`src/rtl/sw_pkg.sv`:
```
// Shared types and defaults for the Smith-Waterman array sequencer and its helpers.
package sw_pkg;

    localparam int DEF_WIDTH     = 10;
    localparam int DEF_LEN_WIDTH = 16;

    localparam logic [1:0] BASE_A = 2'd0;
    localparam logic [1:0] BASE_C = 2'd1;
    localparam logic [1:0] BASE_G = 2'd2;
    localparam logic [1:0] BASE_T = 2'd3;

    typedef enum logic [2:0] {
        ST_IDLE,
        ST_LOAD_Q,
        ST_STREAM,
        ST_DRAIN,
        ST_DONE
    } sw_state_e;

endpackage

```
`src/rtl/sw_max_tracker.sv`:
```
// Signed running maximum with the position of its first occurrence.
module sw_max_tracker
    import sw_pkg::*;
#(
    parameter int WIDTH     = DEF_WIDTH,
    parameter int POS_WIDTH = DEF_LEN_WIDTH
) (
    input  logic                    clk,
    input  logic                    rst,
    input  logic                    clear,
    input  logic                    sample,
    input  logic signed [WIDTH-1:0] value,
    input  logic [POS_WIDTH-1:0]    pos,
    output logic signed [WIDTH-1:0] best,
    output logic [POS_WIDTH-1:0]    best_pos
);

    // Strict greater-than keeps the earliest position on ties; the floor is 0.
    always_ff @(posedge clk or negedge rst) begin
        if (!rst) begin
            best     <= '0;
            best_pos <= '0;
        end else if (clear) begin
            best     <= '0;
            best_pos <= '0;
        end else if (sample && (value > best)) begin
            best     <= value;
            best_pos <= pos;
        end
    end

endmodule

```
`src/rtl/sw_array_seq.sv`:
```
// Sequencer for one linear Smith-Waterman PE array: loads the query chain,
// streams the reference, drains the wavefront and reports the best last-PE score.
module sw_array_seq
    import sw_pkg::*;
#(
    parameter int                      NUM_PE    = 64,
    parameter int                      WIDTH     = DEF_WIDTH,
    parameter int                      LEN_WIDTH = DEF_LEN_WIDTH,
    parameter logic signed [WIDTH-1:0] INIT_E    = '0
) (
    input  logic                    clk,
    input  logic                    rst,
    input  logic                    start,
    input  logic [LEN_WIDTH-1:0]    ref_len,
    input  logic                    qry_valid,
    output logic                    qry_ready,
    input  logic [1:0]              qry_data,
    input  logic                    ref_valid,
    output logic                    ref_ready,
    input  logic [1:0]              ref_data,
    output logic [1:0]              arr_S,
    output logic                    arr_store_S,
    output logic [1:0]              arr_T,
    output logic                    arr_init,
    output logic signed [WIDTH-1:0] arr_init_V,
    output logic signed [WIDTH-1:0] arr_init_E,
    output logic signed [WIDTH-1:0] arr_init_V_diag,
    input  logic signed [WIDTH-1:0] arr_V_last,
    input  logic                    arr_init_last,
    output logic                    busy,
    output logic                    done,
    output logic signed [WIDTH-1:0] best_score,
    output logic [LEN_WIDTH-1:0]    best_pos,
    output logic                    err_underrun,
    output sw_state_e               dbg_state
);

    localparam int QW = $clog2(NUM_PE + 1);
    localparam int DW = $clog2(NUM_PE + 2);

    sw_state_e            state, state_nxt;
    logic [LEN_WIDTH-1:0] ref_len_q;
    logic [LEN_WIDTH-1:0] ref_cnt;
    logic [LEN_WIDTH-1:0] beat_cnt;
    logic [QW-1:0]        qry_cnt;
    logic [DW-1:0]        drain_cnt;
    logic                 start_acc, qry_acc, ref_acc, underrun, track_en;

    // A beat transfers on a cycle where valid and ready are both high; ready
    // depends only on state, so the host may hold valid without combinational loops.
    always_comb begin
        state_nxt = state;
        qry_ready = 1'b0;
        ref_ready = 1'b0;
        start_acc = 1'b0;
        qry_acc   = 1'b0;
        ref_acc   = 1'b0;
        underrun  = 1'b0;
        case (state)
            ST_IDLE: begin
                if (start) begin
                    start_acc = 1'b1;
                    state_nxt = ST_LOAD_Q;
                end
            end
            ST_LOAD_Q: begin
                qry_ready = 1'b1;
                qry_acc   = qry_valid;
                if (qry_valid && (qry_cnt == QW'(NUM_PE - 1)))
                    state_nxt = (ref_len_q == '0) ? ST_DRAIN : ST_STREAM;
            end
            ST_STREAM: begin
                ref_ready = 1'b1;
                ref_acc   = ref_valid;
                underrun  = !ref_valid;
                if (!ref_valid || (ref_cnt == ref_len_q - LEN_WIDTH'(1)))
                    state_nxt = ST_DRAIN;
            end
            ST_DRAIN: begin
                if (drain_cnt == DW'(NUM_PE))
                    state_nxt = ST_DONE;
            end
            ST_DONE: state_nxt = ST_IDLE;
            default: state_nxt = ST_IDLE;
        endcase
    end

    always_ff @(posedge clk or negedge rst) begin
        if (!rst) state <= ST_IDLE;
        else      state <= state_nxt;
    end

    always_ff @(posedge clk or negedge rst) begin
        if (!rst) begin
            arr_S        <= '0;
            arr_store_S  <= 1'b0;
            arr_T        <= '0;
            arr_init     <= 1'b0;
            ref_len_q    <= '0;
            ref_cnt      <= '0;
            beat_cnt     <= '0;
            qry_cnt      <= '0;
            drain_cnt    <= '0;
            err_underrun <= 1'b0;
        end else begin
            arr_store_S <= qry_acc;
            arr_init    <= ref_acc;
            if (qry_acc) arr_S <= qry_data;
            if (ref_acc) arr_T <= ref_data;
            if (start_acc) begin
                ref_len_q    <= ref_len;
                ref_cnt      <= '0;
                beat_cnt     <= '0;
                qry_cnt      <= '0;
                drain_cnt    <= '0;
                err_underrun <= 1'b0;
            end else begin
                if (qry_acc && (qry_cnt != QW'(NUM_PE))) qry_cnt <= qry_cnt + QW'(1);
                if (ref_acc)            ref_cnt   <= ref_cnt + LEN_WIDTH'(1);
                if (state == ST_DRAIN)  drain_cnt <= drain_cnt + DW'(1);
                if (track_en)           beat_cnt  <= beat_cnt + LEN_WIDTH'(1);
                if (underrun)           err_underrun <= 1'b1;
            end
        end
    end

    // The last PE emits one result per reference beat, flagged by its init_out.
    assign track_en = ((state == ST_STREAM) || (state == ST_DRAIN)) && arr_init_last;

    sw_max_tracker #(
        .WIDTH     (WIDTH),
        .POS_WIDTH (LEN_WIDTH)
    ) u_max (
        .clk      (clk),
        .rst      (rst),
        .clear    (start_acc),
        .sample   (track_en),
        .value    (arr_V_last),
        .pos      (beat_cnt),
        .best     (best_score),
        .best_pos (best_pos)
    );

    assign arr_init_V      = '0;
    assign arr_init_E      = INIT_E;
    assign arr_init_V_diag = '0;
    assign busy            = (state != ST_IDLE);
    assign done            = (state == ST_DONE);
    assign dbg_state       = state;

endmodule

```
`config.mk`:
```
export PLATFORM = sky130hd
export DESIGN_NAME = sw_array_seq
export DESIGN_NICKNAME = d
export VERILOG_FILES = /design/src/rtl/sw_pkg.sv /design/src/rtl/sw_max_tracker.sv /design/src/rtl/sw_array_seq.sv
export SDC_FILE = /design/constraint.sdc
export NUM_CORES = 1
export LEC_CHECK = 0
export CORE_ASPECT_RATIO = 0.8
export CORE_MARGIN = 2
export CORE_UTILIZATION = 40
export CTS_CLUSTER_SIZE = 25
export DETAILED_ROUTE_END_ITERATION = 7
export SLEW_MARGIN = 10
export SYNTH_ARGS = -nofsm -noshare
export SYNTH_HDL_FRONTEND = slang
export SYNTH_SLANG_ARGS = --single-unit
```
`constraint.sdc`:
```
create_clock -name clk -period 2.8 [get_ports clk]
set_clock_uncertainty 0.05 [all_clocks]
set_input_delay 0.7 -clock clk [delete_from_list [all_inputs] [get_ports clk]]
set_output_delay 0.7 -clock clk [all_outputs]
set_load 0.03 [all_outputs]
```
## Word level (Yosys, flattened, before mapping)

Cells that the tools add are included.
Widths: inputs -> output; s select.

- Register bits after elaboration: 98
- Latch bits: 0
- Bits in writable memories: 0
- Memory bits (read-only): 0
- Input bits: 36
- Output and inout port bits: 70
- Word-level logic and storage cells: 75
- Memories: 0

- Add/sub/neg operators: 5
- Multipliers: 0
- Divide/modulo/power cells: 0
- Order comparisons: 1
- Equal/unequal tests: 12
- Shift-type cells: 0
- Muxes and demuxes: 27
- Bitwise gates (word level): 0
- Reduce and logical (&&, ||, !) cells: 17

Operators with widths:

| kind | number |
|---|---|
| $mux 16 | 6 |
| $add 16x1->16 const B | 2 |
| $mux 7 | 4 |
| $mux 10 | 2 |
| $eq 16x16->1 | 1 |
| $logic_not 16->1 | 1 |
| $sub 16x1->16 const B | 1 |
| $add 7x1->7 const B | 2 |
| $mux 3 | 4 |
| $pmux 3 s4 | 1 |
| $reduce_bool 2->1 | 6 |
| $gt 10x10->1 | 1 |
| $mux 1 | 10 |
| $ne 2x2->1 const B | 4 |
| $eq 7x6->1 const B | 1 |
| $eq 7x7->1 const B | 1 |
| $ne 7x7->1 const B | 1 |
| $eq 3x2->1 const B | 2 |
| $logic_and 1x1->1 | 4 |
| $reduce_and 4->1 | 1 |
| $eq 3x1->1 const B | 1 |
| $eq 3x3->1 const B | 1 |
| $logic_not 3->1 | 1 |
| $reduce_bool 3->1 | 1 |
| other kinds (2) | 3 |

## Logic depth before layout (Yosys ltp)

- Word-level depth: 6
- Depth in mapped cells: 9
- Mapped depth without buffers: 9

## Modules after synthesis

Synthesis repeated with hierarchy kept, for this count alone.

- Cell total of the unflattened synthesis: 560
- Area total of the unflattened synthesis: 5577.8 um^2

By module, submodules not included:

| module | instances | cells each | area each (um^2) | sequential area each (um^2) |
|---|---|---|---|---|
| sw_array_seq | 1 | 411 | 3988.8 | 1801.7 |
| sw_max_tracker | 1 | 149 | 1589.0 | 650.6 |

## Worst setup path after synthesis

Ideal clock, no wire load.

- Path type: input -> register
- From: input port arr_V_last[1]
- To: register u_max.best[7]
- Library setup time: 0.125 ns
- Arrival: 2.265 ns
- Data required time: 2.625 ns
- Slack: 0.360 ns
- Stages: 8
- Path buffers: 1
- Path through: ha_1 > nor2b_1 > o21a_1 > o21a_1 > o211ai_2 > a31oi_4 > buf_12 > mux2_4

- Cells in the longest elaborated chain, start to end: 3

RTL lines:

| what | line | source |
|---|---|---|
| start, declared | sw_array_seq.sv:28 | `input logic signed [WIDTH-1:0] arr_V_last,` |
| $gt 10x10->1 | sw_max_tracker.sv:26 | `end else if (sample && (value > best)) begin` |
| $logic_and 1x1->1 | sw_max_tracker.sv:26 |  |
| $reduce_bool 2->1 (no line) | - |  |
| end signal, assigned | sw_max_tracker.sv:27 | `best <= value;` |
| end, declared | sw_max_tracker.sv:14 | `output logic signed [WIDTH-1:0] best,` |

Every way passes these cells.
A chain may end at the register's enable or synchronous reset.

## Worst setup path in the final report

- From: register state[1] (netlist: dbg_state[1])
- To: output port busy

- Cells in the longest elaborated chain, start to end: 1

RTL lines:

| what | line | source |
|---|---|---|
| start, declared | sw_array_seq.sv:41 | `sw_state_e state, state_nxt;` |
| start signal, assigned | sw_array_seq.sv:90 | `else state <= state_nxt;` |
| $reduce_bool 3->1 | sw_array_seq.sv:147 | `assign busy = (state != ST_IDLE);` |
| end, declared | sw_array_seq.sv:30 | `output logic busy,` |

Every way passes these cells.

==> metrics <==
DRC viols=0; main combinational cell family by area after synthesis=simple AND/OR/NAND/NOR gates; peak supply drop=0.331 mV; Syn Area/Cell=10.4 µm²; first-pass GRT wire length=19.6 mm; Die X=136 µm; Synth Area in Adders=0.0406; Worst-Skew Late Latency=0.34 ns; drt total wl=11.8 mm; Synth async-reset ratio=1.00; worst r2r src=ref_len_q[0]; mux cell area share after synthesis=0.106; Antenna Diode Count=0; share of layout cells above drive strength 1=0.145; Reg clk slew, reported paths=0.07 ns; Core Region=0.0136 mm²; fmax=378 MHz; cell with the most instances after synthesis=dfrtp_1; worst hold-check path type=in -> async; r2r setup slk=0.47 ns; Detail Placement HPWL=8.77 mm; fill count=1243; R2R cell count=8; Yosys reg bits=98; RSZ-0062 raised after global routing=no; CTS sink count=98; Starting Density=0.410; final critical-path share of the clock period=0.944; Synth Instances=534; Synth Area in Compound Gates=0.0514; placed cell count=784; Nets=669; mapped cell area=0.00555 mm²; met3 wire length=602 µm; final setup fails=0; GPL Wtd Cong=0.815; Post-CTS Setup Inserts=0; Die Y=109 µm; Root Driver=clkbuf_16; 1st-pass router iterations=4; leading post-synthesis cells by cell area=dfrtp_1, xor2_1, mux2_4; initial antenna violation count=0; top sig layer=met4; synth unique cells=57; xor and xnor fraction of the mapped netlist area=0.0915; number of enable flip-flop cells after synthesis=0; GR Overflow Total=0; Critical Path RT=2.05 ns; Synth Area in Simple Gates=0.187; Lkg Pwr=3.05 nW; IO Count=106; row count=38; Final min period=2.64 ns; Synth top area share=0.442; largest net degree at the start of global routing=43; # port buffers=75; met2 wire length=5.38 mm; antenna-violating nets left=0; worst slew pin tran=0.620 ns; Setup crit start kind=flip-flop; DIE AREA=0.0148 mm²; Max-Cap Viols=0; drt via density=4.87; status=complete, no violations; # hold bufs at CTS=0; post-cts resize count=0; total chip power=4.31 mW; Pwr Density=639 mW/mm²; Metal-1 WL=5.75 mm; part of the Yosys area used for sequential elements=0.442; crit end category=primary output; r2r endpoint=dbg_state[0]; area grow syn2layout=21.5%; Layout Cells excl Fill=800; largest area contributor in the synthesized netlist=dfrtp_1; Critical Path AT=1.89 ns; Ys Warns=0; Slew HR=0.583; Detailed Route Iter0 Violations=275; worst-path fanout max=7; CTS Buf Count=9; CP Class=reg -> out; CTS tree=done; GRT Util Overall=0.169; CTS Buffer Depth=2; Avg WL per Cell=14.8 µm; Synth Flop Type=dfrtp_1; H-tree depth=3; list of most frequent post-synthesis cells=dfrtp_1, nor2_1, xor2_1, nand2_1, buf_4; vias in the first global route=3896; max-slew violation count=0; endpoints failing hold=0; via count=3893
[final cells by class]
cell class	instances	area (µm²)	share of cell area
clock buffers	11	233	0.0345
clock inverters	5	55.1	0.00816
inverters	24	95.1	0.0141
multi-input cells	389	2760	0.410
flip-flops and latches	98	2450	0.364
well taps	180	225	0.0334
repair buffers	93	921	0.137
[state kept, by name, indices dropped and copies added (netlist names), 3 cells and up]
register	count
beat_cnt	16
dbg_state	3
drain_cnt	7
qry_cnt	7
ref_cnt	16
ref_len_q	16
u_max.best	10
u_max.best_pos	16
[stage by stage]
stage / hold slack, ns / setup WS [ns] / util / instance area, µm² / setup TNS, ns
after floorplan: 0.354 / 0.360 / - / 5660 / 0
after global placement: 0.441 / -0.0573 / 0.476 / 6460 / -1.21
after detailed placement: 0.445 / -0.0989 / 0.476 / 6460 / -2.07
after CTS: 0.320 / 0.142 / 0.498 / 6740 / 0
after global routing: 0.347 / 0.0411 / 0.498 / 6740 / 0
final: 0.304 / 0.156 / 0.498 / 6740 / 0
[logic make-up after synthesis]
group,after synthesis
buffers and inverters,76
AO/OA/AOI/OAI,41
multiplexers,47
AND/OR/NAND/NOR,195
other,1
XOR/XNOR,58
flip-flops,98
adder cells (fa/ha/maj),18
[critical path, stage by stage, from the launching register on]
cell	delay (ns)
dfrtp_1	0.44
buf_4	0.19
or3_1	0.33
clkdlybuf4s50_1	0.60
[worst max-delay path by stage]
stage	endpoint	slack, ns	from	cells past startpoint
after floorplan	u_max.best[7]	0.36	arr_V_last[1]	8
after global placement	u_max.best_pos[15]	-0.06	arr_V_last[1]	9
after detailed placement	u_max.best_pos[12]	-0.1	arr_V_last[1]	9
after CTS	busy	0.14	dbg_state[1]	3
after global routing	done	0.04	dbg_state[2]	3
final	busy	0.16	dbg_state[1]	3
[layout by cell type, fill, tap and decap left out, types with 3 or more instances in the layout]
cell type	count
nand3_1	15
clkbuf_16	9
nor4_1	6
inv_1	23
nor3_1	4
xnor2_1	20
and3_1	12
mux2i_1	5
nor2_1	59
o21ai_0	11
mux2_2	24
and4_1	3
xor2_1	38
buf_12	3
buf_4	16
nand2_1	35
and2_1	19
dfrtp_1	98
conb_1	30
o21a_1	3
ha_1	18
clkdlybuf4s50_1	74
nand4_1	16
mux2_4	18
a21oi_1	9
or3_1	7
[power breakdown]
part / internal (mW) / switching, mW
combinational: 0.564 / 0.616
sequential: 1.62 / 0.278
clock: 0.691 / 0.537
[routing by layer]
metal  vias to the layer above  global-route usage
met2                        85               0.268
met5                         -                   0
li1                       1911                   -
met4                         0              0.0454
met1                      1891               0.234
met3                         6              0.0360
Note: power is estimated with default switching activity, not from simulation.
